## src/rtl/fifo1_arb_pkg.sv

```systemverilog
// ============================================================================
//  Module      : fifo1_arb_pkg
//  Description : Shared constants, types and helpers for the one-deep
//                round-robin arbiter (fifo1_rr_arbiter) and its picker.
//  Contents    : MAX_NUM_IN - largest supported producer count
//                idw_calc   - source-index width, never below 1 bit
//                src_idx_t  - source index wide enough for MAX_NUM_IN
//  Revision    : 1.0 - initial release
// ============================================================================
`default_nettype none

package fifo1_arb_pkg;

    localparam int MAX_NUM_IN = 16;
    localparam int MAX_IDW    = $clog2(MAX_NUM_IN);

    // Width of a producer index. A two-producer arbiter still needs one bit.
    function automatic int idw_calc(input int n);
        if (n <= 2) begin
            return 1;
        end
        return $clog2(n);
    endfunction

    typedef logic [MAX_IDW-1:0] src_idx_t;

endpackage

`default_nettype wire

```

## src/rtl/fifo1_rr_pick.sv

```systemverilog
// ============================================================================
//  Module      : fifo1_rr_pick
//  Description : Combinational rotating-priority picker. Returns the first
//                requester found scanning i_ptr, i_ptr+1, ... modulo NUM_IN.
//  Ports       : i_req     [NUM_IN] request vector
//                i_ptr     [IDW]    scan start index (must be < NUM_IN)
//                o_gnt     [NUM_IN] one-hot grant, zero when no request
//                o_gnt_idx [IDW]    index of the granted requester
//                o_any              at least one request present
//  Revision    : 1.0 - initial release
// ============================================================================
`default_nettype none

module fifo1_rr_pick
    import fifo1_arb_pkg::*;
#(
    parameter int NUM_IN = 4,
    parameter int IDW    = idw_calc(NUM_IN)
) (
    input  logic [NUM_IN-1:0] i_req,
    input  logic [IDW-1:0]    i_ptr,
    output logic [NUM_IN-1:0] o_gnt,
    output logic [IDW-1:0]    o_gnt_idx,
    output logic              o_any
);

    logic [IDW-1:0] w_idx;

    // Walk offsets from farthest to nearest so the nearest requester to
    // i_ptr is the last one written and therefore wins.
    always_comb begin
        o_gnt     = '0;
        o_gnt_idx = '0;
        o_any     = 1'b0;
        w_idx     = '0;
        for (int k = NUM_IN - 1; k >= 0; k--) begin
            w_idx = IDW'((int'(i_ptr) + k) % NUM_IN);
            if (i_req[w_idx]) begin
                o_gnt        = '0;
                o_gnt[w_idx] = 1'b1;
                o_gnt_idx    = w_idx;
                o_any        = 1'b1;
            end
        end
    end

endmodule

`default_nettype wire

```

## src/rtl/fifo1_rr_arbiter.sv

```systemverilog
// ============================================================================
//  Module      : fifo1_rr_arbiter
//  Description : Round-robin arbiter feeding a single one-deep buffer stage.
//                At most one producer is granted per cycle while the buffer is
//                empty; the granted word and its source index are captured and
//                held until the consumer dequeues.
//  Ports       : CLK, RST (sync, active-high)
//                in_req/in_enq__ENA/in_last [NUM_IN], in_enq_v [NUM_IN*WIDTH]
//                in_enq__RDY [NUM_IN] one-hot grant
//                out_deq__ENA, out_deq__RDY, out_first [WIDTH],
//                out_first__RDY, out_src [IDW]
//  Options     : FIFO1_RR_ARBITER_LOCK_EN - burst lock; an enqueue with
//                in_last=0 pins the grant to that producer until it enqueues
//                with in_last=1.
//  Revision    : 1.0 - initial release
// ============================================================================
`default_nettype none

module fifo1_rr_arbiter
    import fifo1_arb_pkg::*;
#(
    parameter  int WIDTH  = 32,
    parameter  int NUM_IN = 4,
    localparam int IDW    = idw_calc(NUM_IN)
) (
    input  logic                    CLK,
    input  logic                    RST,
    input  logic [NUM_IN-1:0]       in_req,
    input  logic [NUM_IN-1:0]       in_enq__ENA,
    input  logic [NUM_IN*WIDTH-1:0] in_enq_v,
    input  logic [NUM_IN-1:0]       in_last,
    output logic [NUM_IN-1:0]       in_enq__RDY,
    input  logic                    out_deq__ENA,
    output logic                    out_deq__RDY,
    output logic [WIDTH-1:0]        out_first,
    output logic                    out_first__RDY,
    output logic [IDW-1:0]          out_src
);

    logic [WIDTH-1:0]  r_element;
    logic [IDW-1:0]    r_src;
    logic              r_full;
    logic [IDW-1:0]    r_ptr;

    logic [NUM_IN-1:0] w_req_eff;
    logic [NUM_IN-1:0] w_gnt;
    logic [IDW-1:0]    w_gnt_idx;
    logic              w_any;
    logic              w_enq;
    logic              w_deq;
    logic [WIDTH-1:0]  w_enq_data;
    src_idx_t          w_next_wide;
    logic [IDW-1:0]    w_ptr_next;

`ifdef FIFO1_RR_ARBITER_LOCK_EN
    logic              r_lock;
    logic [IDW-1:0]    r_lock_id;

    // While locked only the owner may be granted, even if it is idle.
    assign w_req_eff = r_lock ? (in_req & (NUM_IN'(1) << r_lock_id)) : in_req;
`else
    logic              w_unused_last;

    assign w_req_eff     = in_req;
    assign w_unused_last = ^in_last;
`endif

    fifo1_rr_pick #(
        .NUM_IN (NUM_IN),
        .IDW    (IDW)
    ) u_pick (
        .i_req     (w_req_eff),
        .i_ptr     (r_ptr),
        .o_gnt     (w_gnt),
        .o_gnt_idx (w_gnt_idx),
        .o_any     (w_any)
    );

    assign in_enq__RDY = r_full ? '0 : w_gnt;
    assign w_enq       = !r_full && w_any && in_enq__ENA[w_gnt_idx];
    assign w_deq       = r_full && out_deq__ENA;
    assign w_enq_data  = in_enq_v[w_gnt_idx*WIDTH +: WIDTH];

    // Wrap at NUM_IN, which need not be a power of two.
    assign w_next_wide = src_idx_t'(w_gnt_idx) + src_idx_t'(1);
    assign w_ptr_next  = (w_next_wide == src_idx_t'(NUM_IN)) ? '0 : IDW'(w_next_wide);

    always_ff @(posedge CLK) begin
        if (RST) begin
            r_element <= '0;
            r_src     <= '0;
            r_full    <= 1'b0;
            r_ptr     <= '0;
        end else if (w_enq) begin
            r_element <= w_enq_data;
            r_src     <= w_gnt_idx;
            r_full    <= 1'b1;
            r_ptr     <= w_ptr_next;
        end else if (w_deq) begin
            r_full    <= 1'b0;
        end
    end

`ifdef FIFO1_RR_ARBITER_LOCK_EN
    // The grant is restricted to the owner while locked, so every locked
    // enqueue comes from r_lock_id and its in_last decides the next state.
    always_ff @(posedge CLK) begin
        if (RST) begin
            r_lock    <= 1'b0;
            r_lock_id <= '0;
        end else if (w_enq) begin
            r_lock    <= ~in_last[w_gnt_idx];
            r_lock_id <= w_gnt_idx;
        end
    end
`endif

    assign out_deq__RDY   = r_full;
    assign out_first__RDY = r_full;
    assign out_first      = r_element;
    assign out_src        = r_src;

endmodule

`default_nettype wire

```

## config.mk

```make
export PLATFORM = sky130hd
export DESIGN_NAME = fifo1_rr_arbiter
export DESIGN_NICKNAME = d
export VERILOG_FILES = /design/src/rtl/fifo1_arb_pkg.sv /design/src/rtl/fifo1_rr_pick.sv /design/src/rtl/fifo1_rr_arbiter.sv
export SDC_FILE = /design/constraint.sdc
export NUM_CORES = 1
export LEC_CHECK = 0
export ABC_AREA = 1
export BUFFER_PORTS_ARGS = -buffer_cell sky130_fd_sc_hd__buf_2
export CAP_MARGIN = 20
export CORE_ASPECT_RATIO = 0.6
export CORE_MARGIN = 8
export CORE_UTILIZATION = 45
export CTS_CLUSTER_DIAMETER = 100
export DETAILED_ROUTE_END_ITERATION = 12
export GPL_TIMING_DRIVEN = 0
export PLACE_DENSITY_LB_ADDON = 0.15
export SYNTH_ARGS = -nofsm -noshare
export SYNTH_HDL_FRONTEND = slang
export SYNTH_SLANG_ARGS = --single-unit
```

## constraint.sdc

```tcl
create_clock -name CLK -period 3 [get_ports CLK]
set_clock_uncertainty 0.05 [all_clocks]
set_input_delay 0 -clock CLK [delete_from_list [all_inputs] [get_ports CLK]]
set_output_delay 0 -clock CLK [all_outputs]
set_load 0.03 [all_outputs]
```

* Word-level counts from Yosys, hierarchy flattened *
Index checks and enable logic that the tools add are counted.
W data, S select, Z words.

word-level totals
  flip-flop bits (word level) = 37
  input bits = 143
  output and inout port bits = 40

operators by class
  add/sub/neg operators = 4
  $lt $le $gt $ge = 9
  equal/unequal tests = 1
  shifts and indexed selects = 1
  multiplexer cells = 34
  reduce and logical (&&, ||, !) cells = 9

operator list
  cell                   number
  $shiftx A128 B8 Y32    1
  $mux W4                5
  $lt A2 B3 Y1 const B   5
  $mux W1                15
  $bmux W1 S2            5
  $mux W2                5
  $demux W1 S2           4
  $ge A2 B1 Y1 const B   4
  $logic_and A1 B1 Y1    7
  $add A2 B2 Y2 const B  2
  $add A2 B1 Y3 const B  1
  $eq A3 B3 Y1 const B   1
  $add A2 B1 Y2 const B  1
  $reduce_bool A2 Y1     1
  $logic_not A1 Y1       1

* Logic depth before layout (Yosys ltp) *
  depth after elaboration = 11
  mapped depth = 18

* Modules after synthesis *
A second synthesis with hierarchy kept.

second synthesis, totals
  cells, all modules = 584
  area total of the unflattened synthesis = 3180.6 um2

by module, submodules not included
  module            times used  cells each  area each (um2)  sequential area each (um2)
  fifo1_rr_arbiter  1           498         2677.6           740.7
  fifo1_rr_pick     1           86          503.0            0.0

* Worst setup path after synthesis *
OpenSTA, ideal clock, no wires.

  path kind = register to register
  start point = register r_ptr[0]
  end point = register r_ptr[1]
  library setup time = 113 ps
  arrival time = 2180 ps
  required time = 2837 ps
  slack = 657 ps
  cell stages (with the launch flop) = 16
  path buffers = 3
  path through = dfxtp_1 buf_6 inv_4 ha_1 inv_1 nand3_2 nand2_2 inv_2 nand2_1 nor2_1 a21oi_2 buf_4 buf_4 ha_1 nor2_1 nor2_1

between the ends
  longest elaborated chain between the ends = 10
  elaborated cells on any way between the ends = 26

RTL lines
  element                        RTL line                source
  from (decl)                    fifo1_rr_arbiter.sv:43  logic [IDW-1:0] r_ptr;
  from (signal assigned)         fifo1_rr_arbiter.sv:98  r_ptr <= w_ptr_next;
  $add A2 B2 Y2                  fifo1_rr_pick.sv:37     w_idx = IDW'((int'(i_ptr) + k) % NUM_IN);
  $bmux W1 S2                    fifo1_rr_pick.sv:38     if (i_req[w_idx]) begin
  $mux W1 (not written as such)  fifo1_rr_pick.sv:38
  $mux W2 (3 in series)          fifo1_rr_pick.sv:38
  $mux W2 *                      fifo1_rr_pick.sv:38
  net u_pick.o_gnt_idx[1]        fifo1_rr_pick.sv:23     output logic [IDW-1:0] o_gnt_idx,
  $add A2 B1 Y3 *                fifo1_rr_arbiter.sv:85  assign w_next_wide = src_idx_t'(w_gnt_idx) + src_idx_t'(1);
  $eq A3 B3 Y1                   fifo1_rr_arbiter.sv:86  assign w_ptr_next = (w_next_wide == src_idx_t'(NUM_IN)) ? '0 : IDW'(w_next_wide);
  $mux W2 *                      fifo1_rr_arbiter.sv:86
  net w_ptr_next[1]              fifo1_rr_arbiter.sv:53  logic [IDW-1:0] w_ptr_next;

Mark *: on every way through the listed nets, which the timed path passes. The rest lies on a longest branch. The select of a mux whose other input is x is not followed.
A chain may end at the register's enable or synchronous reset.

* Worst setup path after layout *
  start point = register r_ptr[0]
  end point = register r_element[30], in the netlist out_first[30]

between the ends
  longest elaborated chain between the ends = 10
  elaborated cells on any way between the ends = 24

RTL lines
  element                                                 RTL line                source
  branches (longest 10 deep; another with $add A2 B2 Y2)  n/a
  to (signal assigned)                                    fifo1_rr_arbiter.sv:95  r_element <= w_enq_data;
  to (decl)                                               fifo1_rr_arbiter.sv:40  logic [WIDTH-1:0] r_element;

Parallel ways; which one is timed is not known. The select of a mux whose other input is x is not followed.

==> impl_results.md <==
- Clk sink count: 37
- Clock share of power: 10.2%
- Remaining DRCs: 0
- Routed Antenna Nets: 0
- Combinational power share: 76.5%
- Int Power: 0.00269 W
- # Max-Cap Violations: 0
- Core Rows: 24
- Netlist Area Pre-Place: 0.00323 sq mm
- Synthesized flop and latch total: 37
- Vias/cell: 4.82
- Hold Fails Final Rpt: 0
- Primary FF master, synth: dfxtp_1
- Fin. max-slew vios: 0
- Worst-path clk slew: 60 ps
- Post-CTS Setup Inserts: 0
- Slew HR: 65.0%
- VDD IR-drop max: 0.568 mV
- Seq pwr share: 13.3%
- Synth top area share: 23.0%
- Initial cell density of the core: 45.3%
- Routability Congestion: 0.918
- Post-Syn Instances: 566
- Vias in the first global route: 3,955
- Cts bufs inserted: 5
- GRT Total Usage: 21.7%
- CP required: 3120 ps
- Worst skew pair latency: 280 ps
- Max frequency: 0.361 GHz
- Crit end category: flop
- Detailed placer's ending HPWL: 9400 um
- Placed Cells: 835
- Final Cycle Share: 92.4%
- RSZ-0062 raised after global routing: false
- Full die area: 0.0102 sq mm
- Area Growth Syn to Fin: 37.4%
- First-pass detailed-route iteration total: 5
- Filler cells: 719
- Hold WC Path Type: input port to flop
- Critical path, cell by cell: buf_6, inv_4, ha_1, inv_1, nand3_2, nand2_2, inv_2, nand2_1, nor2_1, a21oi_2, clkbuf_1, a21oi_1, o21ai_0, nand2_1, nor2_1, nor2_1
- Count leader, synth: nand2_1
- Slew @ Worst Pin: 525 ps
- Async SR Flop Fraction: 0%
- Multi-input gate area: 0.00183 sq mm
- Largest net degree at the start of global routing: 12
- Final Critical Period: 2770 ps
- Layout Cells excl Fill: 845
- Clock buffer depth: 2
- Seq/Total Area, Yosys: 23.0%
- FF+latch area: 742 sq um
- Top cells by count, synth: nand2_1 (163), inv_1 (109), nor2_1 (73)
- Critical-path top delay cell: clkbuf_1
- H-tree lvl count: 2
- Core area: 0.00712 sq mm
- Root Driver: clkbuf_16
- Crit path max fanout: 10
- TritonCTS clock tree: done
- 1st-iter DRT viols: 199
- Syn nets: 718
- Antenna violations before repair: 0
- Number of setup violations in the final report: 0
- Place WS: 135 ps
- Post-synth EDFFs: 0
- Global-route wire length before repair: 18,300 um
- Final worst slack: 228 ps
- Syn avg cell area: 5.70 sq um
- Die Y: 81.6 um
- IO Count: 183
- Port Buf Inserts: 178
- Net Sw Frac: 55.5%
- Slowest cell delay on critical path: 450 ps
- Chip width: 125 um
- Leak: 2.68 nW
- Share of layout cells above drive strength 1: 31.0%
- Yosys top cell by area: dfxtp_1
- Status: finished, final reports clean
- Worst setup SP type: flop
- Synth top area cells: dfxtp_1 (23%), nand2_1 (19%), inv_1 (13%), nor2_1 (8.5%), o211ai_1 (8.4%)
- Total power: 0.00605 W
- Setup TNS: 0 ps
- Post-synth cell types: 26
- Net Sw Power: 0.00336 W
- Arrival time worst endpoint: 2890 ps
- Grt ovf: 0
- Pwr/cell area: 1360 mW/mm^2
- Critical path's most frequent cell: nor2_1
- Via count: 4,075
- Antenna diodes: 0
- Routed wire length: 11,500 um
- Fin nets: 905
- Synth Warn #: 0
- WL/cell: 13.6 um
- WS Path Type: flop to flop
power by group through the flow:
stage	clock (W)	combinational, W	sequential [W]
5_1_grt	0.000649	0.00518	0.000823
2_1_floorplan	0	0.00309	0.00111
6_report	0.000618	0.00463	0.000804
4_1_cts	0.000625	0.00460	0.000801
3_3_place_gp	0	0.00451	0.000802
3_5_place_dp	0	0.00458	0.000809
flip-flops by register name (all words and copies together) (netlist names):
signal        count
r_ptr             2
out_first        32
out_src           2
out_deq__RDY      1
worst max-delay path, delay by kind of cell (launching register included):
family	cells	cell delay (ps)
adders and majority gates	1	330
DFF	1	430
buffers and inverters	5	880
and+or+nand+nor	7	580
AOI/OAI and AO/OA	3	400
cell type report:
type / instances / share of cell area (%)
plain buffers: 33 / 5.05
clock buffers: 7 / 3.22
clock inverters: 1 / 0.678
inverters: 115 / 9.80
multi-input cells: 381 / 41.4
flip-flops and latches: 37 / 16.7
well taps: 91 / 2.57
repair buffers: 180 / 20.6
what timing repair did:
| action | 4_1_cts | 5_1_grt |
|---|---|---|
| resized for setup | 0 | 11 |
| endpoints found under the hold margin | 1 | 0 |
| setup endpoints to repair | 0 | 32 |
| hold buffers | 2 | 0 |
layout by cell type (no fill, tap or decap):
cell / n
clkbuf_2: 4
dlygate4sd3_1: 2
nand2_1: 163
o21ai_0: 27
buf_6: 6
o21ai_1: 6
nand3_1: 7
o211ai_1: 36
nand3_4: 1
nand2_4: 1
clkbuf_1: 6
inv_4: 1
buf_4: 10
a211oi_1: 3
clkbuf_8: 1
clkinv_1: 1
nor2_1: 73
nand3_2: 5
or2_2: 1
and2_1: 1
inv_2: 4
a21oi_1: 40
nand2_2: 6
bufinv_16: 1
buf_2: 185
clkbuf_16: 5
clkbuf_4: 1
dfxtp_1: 36
ha_1: 9
inv_1: 109
nor3_1: 1
a21oi_2: 1
dfxtp_2: 1
logic make-up (layout without fill, tap and decap cells):
| logic type | count (synthesis) | after routing | share of synthesized area, % |
|---|---|---|---|
| and+or+nand+nor | 259 | 259 | 32.7 |
| DFF | 37 | 37 | 23.0 |
| AOI/OAI and AO/OA | 113 | 113 | 20.7 |
| adders and majority gates | 9 | 9 | 3.49 |
| buffers and inverters | 148 | 336 | 20.2 |
metrics by stage:
step	utilization (%)	hold WS, ps	instance area (sq um)
after detailed placement	59.4	129	4230
after global placement	59.4	130	4230
after floorplan	-	19.1	3230
after CTS	62.1	10.6	4420
final	62.3	6.71	4430
after global routing	62.3	51.8	4430
worst paths after layout:
check,end,depth (start not counted),slack [ps],startpoint
setup / recovery,out_first[30],16,230,r_ptr[0]
hold / removal,out_first[12],5,7,in_enq_v[12]
setup reg to reg,out_first[30],16,230,r_ptr[0]
hold reg to reg,out_src[1],2,390,out_src[1]
layer usage:
layer  GRT usage [%]  up-vias  routed length (um)
li1                -     2108                   -
met1            26.8     1777                5330
met2            35.7      176                5070
met3            7.32       14                1020
met4            6.15        0                 110
met5               0        -                   0
Power figures use the tool's default switching activity.
